[src/rtl/serial_add_ctrl.sv]
`default_nettype none
// ============================================================================
// Module   : serial_add_ctrl
// Brief    : Bit-serial adder controller; one half-adder pair + carry flop
//            processes a+b LSB first over WIDTH cycles.
// Revision : 1.0 - initial release
// ============================================================================
module serial_add_ctrl #(
  parameter int WIDTH = 8
) (
  input  logic             clk,
  input  logic             rst,
  input  logic             start,
  input  logic [WIDTH-1:0] a,
  input  logic [WIDTH-1:0] b,
  output logic             busy,
  output logic             done,
  output logic [WIDTH-1:0] sum,
  output logic             cout
);

  localparam int CNT_W = $clog2(WIDTH);

  localparam logic [1:0] ST_IDLE = 2'd0;
  localparam logic [1:0] ST_RUN  = 2'd1;
  localparam logic [1:0] ST_DONE = 2'd2;

  localparam logic [CNT_W-1:0] CNT_LAST = CNT_W'(WIDTH - 1);

  logic [1:0]       state_q, state_d;
  logic [WIDTH-1:0] a_q, a_d;
  logic [WIDTH-1:0] b_q, b_d;
  logic [WIDTH-1:0] res_q, res_d;
  logic [WIDTH-1:0] sum_q, sum_d;
  logic             carry_q, carry_d;
  logic             cout_q, cout_d;
  logic [CNT_W-1:0] cnt_q, cnt_d;

  // Shared 1-bit adder cell: two half adders, carries ORed.
  logic c1, s1, c2, s_bit;
  always_comb begin
    c1    = a_q[0] & b_q[0];
    s1    = a_q[0] ^ b_q[0];
    c2    = s1 & carry_q;
    s_bit = s1 ^ carry_q;
  end

  always_comb begin
    state_d = state_q;
    a_d     = a_q;
    b_d     = b_q;
    res_d   = res_q;
    sum_d   = sum_q;
    carry_d = carry_q;
    cout_d  = cout_q;
    cnt_d   = cnt_q;

    case (state_q)
      ST_IDLE, ST_DONE: begin
        if (start) begin
          a_d     = a;
          b_d     = b;
          carry_d = 1'b0;
          cnt_d   = '0;
          res_d   = '0;
          state_d = ST_RUN;
        end else begin
          state_d = ST_IDLE;
        end
      end
      ST_RUN: begin
        carry_d = c1 | c2;
        res_d   = {s_bit, res_q[WIDTH-1:1]};
        a_d     = {1'b0, a_q[WIDTH-1:1]};
        b_d     = {1'b0, b_q[WIDTH-1:1]};
        cnt_d   = cnt_q + CNT_W'(1);
        if (cnt_q == CNT_LAST) begin
          // Result is published only here; it stays put until the next DONE.
          sum_d   = {s_bit, res_q[WIDTH-1:1]};
          cout_d  = c1 | c2;
          state_d = ST_DONE;
        end
      end
      default: state_d = ST_IDLE;
    endcase
  end

  always_ff @(posedge clk) begin
    if (rst) begin
      state_q <= ST_IDLE;
      a_q     <= '0;
      b_q     <= '0;
      res_q   <= '0;
      sum_q   <= '0;
      carry_q <= 1'b0;
      cout_q  <= 1'b0;
      cnt_q   <= '0;
    end else begin
      state_q <= state_d;
      a_q     <= a_d;
      b_q     <= b_d;
      res_q   <= res_d;
      sum_q   <= sum_d;
      carry_q <= carry_d;
      cout_q  <= cout_d;
      cnt_q   <= cnt_d;
    end
  end

  assign busy = (state_q == ST_RUN);
  assign done = (state_q == ST_DONE);
  assign sum  = sum_q;
  assign cout = cout_q;

endmodule
`default_nettype wire

[config.mk]
export PLATFORM = sky130hd
export DESIGN_NAME = serial_add_ctrl
export DESIGN_NICKNAME = d
export VERILOG_FILES = /design/src/rtl/serial_add_ctrl.sv
export SDC_FILE = /design/constraint.sdc
export NUM_CORES = 1
export LEC_CHECK = 0
export ABC_CLOCK_PERIOD_IN_PS = 1400
export CAP_MARGIN = 20
export CORE_UTILIZATION = 40
export DETAILED_ROUTE_END_ITERATION = 6
export GPL_TIMING_DRIVEN = 0
export SYNTH_ARGS = -nofsm -noshare
export SYNTH_HDL_FRONTEND = slang
export SYNTH_SLANG_ARGS = --single-unit
[constraint.sdc]
create_clock -name clk -period 1.4 [get_ports clk]
set_input_delay 0.35 -clock clk [delete_from_list [all_inputs] [get_ports clk]]
set_output_delay 0.35 -clock clk [all_outputs]
set_load 0.02 [all_outputs]
## Word level (Yosys, flattened, before mapping)

Cells that the tools add are included.

- Add/subtract/negate cells: 1
- Muxes and demuxes: 13
- Reductions and logical operators: 5
- Bitwise gates (word level): 5
- Div/mod/pow operators: 0
- $mul: 0
- Shift operators: 0
- Order comparisons: 0
- Equal/unequal tests: 5

Operator list:

| cell | count |
|---|---|
| $pmux W8 S2 | 3 |
| $mux W8 | 3 |
| $pmux W3 S2 | 1 |
| $pmux W2 S2 | 1 |
| $reduce_and A2 Y1 | 2 |
| $add A3 B1 Y3 const B | 1 |
| $eq A3 B3 Y1 const B | 1 |
| $mux W3 | 1 |
| $and A1 B1 Y1 | 2 |
| $eq A2 B1 Y1 const B | 1 |
| $eq A2 B2 Y1 const B | 1 |
| $logic_not A2 Y1 | 1 |
| $mux W1 | 2 |
| $mux W2 | 1 |
| $ne A2 B1 Y1 const B | 1 |
| $ne A2 B2 Y1 const B | 1 |
| $pmux W1 S2 | 1 |
| $reduce_bool A2 Y1 | 1 |
| $reduce_or A2 Y1 | 1 |
| $xor A1 B1 Y1 | 2 |
| $or A1 B1 Y1 | 1 |

- Word-level logic and storage cells: 37
- Output and inout port bits: 11
- Memories kept: 0
- Bits in latches: 0
- Memory bits (writable): 0
- Bits in read-only memories: 0
- Flip-flop bits (word level): 39

## Depth between registers and ports, before layout

- Word-level depth: 4
- Mapped depth: 6

## Worst setup path after synthesis

No wires, ideal clock.

- Path kind: flip-flop to flip-flop
- From: reg cnt_q[0]
- To: reg state_q[0]
- Slack: 0.224 ns
- Buffers on the path: 1
- Arrival: 1.059 ns
- Clock period less this slack: 1.176 ns
- Cell stages (with the launch flop): 6
- Path through: dfxtp_1 > ha_1 > ha_1 > clkbuf_1 > o21a_1 > nor2_1

- Word-level cells in the longest chain between the ends: 2

RTL lines:

| element | RTL line | source |
|---|---|---|
| start: declaration | 37 | `logic [CNT_W-1:0] cnt_q, cnt_d;` |
| start signal: assignment | 106 | `cnt_q <= cnt_d;` |
| $eq A3 B3 Y1 | 77 | `if (cnt_q == CNT_LAST) begin` |
| $ne A2 B1 Y1 (no source line) | -- |  |
| end signal: assignment | 99 | `state_q <= state_d;` |
| end: declaration | 30 | `logic [1:0] state_q, state_d;` |

Every way passes these cells.
A chain may end at the register's enable or synchronous reset.

## Worst setup path after layout

- From: reg state_q[1]
- To: out busy

- Word-level cells in the longest chain between the ends: 1

RTL lines:

| element | RTL line | source |
|---|---|---|
| $eq A2 B1 Y1 | 110 | `assign busy = (state_q == ST_RUN);` |
| end: declaration | 16 | `output logic busy,` |

Every way passes these cells.

==> impl_metrics.toml <==
[die]
core_area_um2 = 3740
io_pins = 30
start_util_pct = 42.4
die_y_um = 65.0
die_area_um2 = 4230
die_w_um = 65.0
rows = 22

[synth]
synth.area.mux_share_pct = 0
synth.net_count = 211
synth_area_um2 = 1590
ys.warnings.count = 0
synthAdderAreaFrac_pct = 2.83
ys_ff_latch = 38
avgSynthCellArea_um2 = 8.41
synth_xor_area_share_pct = 0
synthSimpleGateAreaFrac_pct = 24.7
synth_edf_count = 0
synth_compound_area_share_pct = 17.5
async_reset_ff_share_pct = 0
synth_common_cells = "nand2_1, dfxtp_1, a21oi_1, nand3_1, nor2_1"
syn_inst = 189
synth_cell_type_count = 18
synth_top_area_share_pct = 47.9
yosysSeqAreaShare_pct = 47.9
synth_top_family_by_area = "simple AND/OR/NAND/NOR gates"
yosys_most_used_dff = "dfxtp_1"
synth.most_common_cell = "nand2_1"
synth_area_leader_cell = "dfxtp_1"
synth_area_leaders = "dfxtp_1, nand2_1, a21oi_1"

[worst_setup_path]
cpMostUsedCell = "buf_6"
cp.required_ns = 1.05
endpoint_kind = "output pin"
worstPathCellList = "nand2b_4 -> buf_6 -> clkinv_8 -> buf_6"
r2r-end = "b_q[3]$_SDFFE_PP0P_"
slowest_delay_ns = 0.34
cp.arrival_ns = 1.02
timing_worst_setup_path_type = "reg -> out"
regToRegStartpoint = "state_q[1]$_SDFFE_PP0P_"
r2r_slack_ns = 0.10
worstSetupStartpointType = "register"
ff2ff_path_depth = 5
cp_max_fo = 4
slowest_stage = "dfxtp_2"

[timing]
setup-violations-final = 0
timing_hold_violations_final = 0
fin_crit_sh_pct = 97.9
fmax_mhz = 730
post-route-min-period_ns = 1.37
rsz0062_at_grt = "yes"
max_slew_margin_pct = 62.1
tightest_slew_ns = 0.569
slew_viol_final = 0
tns_ns = 0
fin_skew_ns = 0.00316

[power]
p_total_w = 0.00246
sw_frac_of_total_pct = 23.6
p_seq_share_pct = 47.4
internal_power_w = 0.00188
vdd_drop_max_mv = 0.815
power_density_nw_per_um2 = 1140
p_leak_nw = 0.858
p_clk_share_pct = 38.2
switchingPower_w = 0.000579
combPwrFrac_pct = 14.4

[global_route]
grt.total_usage_pct = 19.2
antenna_found_initial = 0
grt_pass1_wl_mm = 6.22
gr-total-overflow = 0
grt_pass1_vias = 1372
grt_max_degree = 13

[finish]
final_core_util_pct = 57.6
seqCellArea_um2 = 763
multi_input_area_um2 = 729
area_delta_synth_final_pct = 35.7
n_fill_cell = 361
drive_gt1_share_pct = 18.1
antenna_cells = 0
nets = 254

[worst_hold_path]
hold_depth = 2
holdCritStartpoint = "sum[4]$_SDFFE_PP0P_"
hp-class = "reg -> reg"
hold-path-endpoint = "sum[4]$_SDFFE_PP0P_"

[route]
num_vias = 1469
drt_wl_total_mm = 3.58
viasPerCell = 5.25
drt-initial-drc-count = 82
ant_nets = 0
wl_per_cell_um = 12.8
drc = 0
drtPass1Iterations = 4

[status]
outcome = "finished clean"

[cts]
cts_tree = "done"
cts_inserted_buffers = 5
clock-sinks = 38
cts_max_path_buffers = 2
h-tree-depth = 2
clock_latency_ns = 0.29
cts_hold_buf = 0
path_clk_slew_ns = 0.07
cts_root_buf = "clkbuf_8"

[place]
gp_congestion = 0.765
dp.final_hpwl_mm = 2.47
io_buffers = 28

[job]
maxCapViolations = 0
## power groups by stage
stage	registers (W)	clock network, W	logic, W
after floorplan	0.00118	0	0.000205
after global placement	0.00119	0	0.000299
after detailed placement	0.00119	0	0.000307
after CTS	0.00116	0.000960	0.000314
after global routing	0.00117	0.00103	0.000385
final	0.00116	0.000939	0.000354
## how the worst max path moves through the flow
| stage | start | end | depth (start not counted) |
|---|---|---|---|
| floorplan | cnt_q[0]$_SDFFE_PP0P_ | state_q[0]$_SDFFE_PP0P_ | 5 |
| finish | state_q[1]$_SDFFE_PP0P_ | busy | 4 |
| global placement | state_q[0]$_SDFFE_PP0P_ | busy | 5 |
| global route | cnt_q[0]$_SDFFE_PP0P_ | sum[3]$_SDFFE_PP0P_ | 5 |
| detailed placement | state_q[0]$_SDFFE_PP0P_ | busy | 5 |
| CTS | state_q[1]$_SDFFE_PP0P_ | busy | 4 |
## area by class of cell
| class | instances | share of cell area [%] |
|---|---|---|
| flip-flops and latches | 38 | 35.4 |
| clock buffers | 6 | 3.83 |
| clock inverters | 1 | 1.39 |
| multi-input cells | 133 | 33.8 |
| plain buffers | 16 | 5.46 |
| repair buffers | 37 | 16.5 |
| inverters | 1 | 0.754 |
| well taps | 48 | 2.79 |
## registers in the layout (all words and copies together) (netlist names)
register  cells
carry_q       1
b_q           8
a_q           8
sum           8
cout          1
res_q         7
cnt_q         3
state_q       2
## cell families after synthesis
| kind of cell | after synthesis |
|---|---|
| AOI/OAI and AO/OA | 37 |
| and+or+nand+nor | 93 |
| DFF | 38 |
| adders and majority gates | 3 |
| buffers and inverters | 18 |
## worst max-delay path: cells and delay by family (launching register included)
family / cells / cell delay (ns)
buffers and inverters: 3 / 0.28
DFF: 1 / 0.34
and+or+nand+nor: 1 / 0.12
## through the flow
step / area (µm²) / instances / hold slack [ns] / setup WS, ns
detailed placement: 1930 / 265 / 0.446 / -0.456
CTS: 2060 / 273 / 0.453 / -0.0550
floorplan: 1590 / 189 / 0.444 / 0.224
finish: 2160 / 280 / 0.451 / 0.0298
global placement: 1930 / 265 / 0.443 / -0.448
global route: 2160 / 280 / 0.469 / -0.0110
## metal layers
metal	part of all wire, %	up-vias	global-route usage, %
met5	0	-	0
li1	-	729	-
met3	4.6	7	4.40
met4	1.8	0	8.15
met1	45	695	23.5
met2	49	38	32.2
## repair_timing
action | CTS | global route
cloned | 0 | 1
gates resized for setup | 25 | 9
setup buffers | 2 | 6
pin swaps | 1 | 5
setup endpoints to repair | 16 | 12
endpoints found under the hold margin | 0 | 0
## cell usage in the layout (no fill, tap or decap), types with 2 or more instances in the layout
cell type and count:
nor2b_1 2, a311oi_1 7, clkbuf_1 3, clkdlybuf4s50_1 16
nand2_1 49, buf_6 5, clkbuf_8 6, dlygate4sd2_1 9
dfxtp_1 36, nand3_1 22, buf_4 11, a311oi_2 7
nand2b_1 2, nor2_1 16, ha_1 2, a21oi_1 22
dfxtp_2 2, buf_2 4
Note: power is estimated with default switching activity, not from simulation.
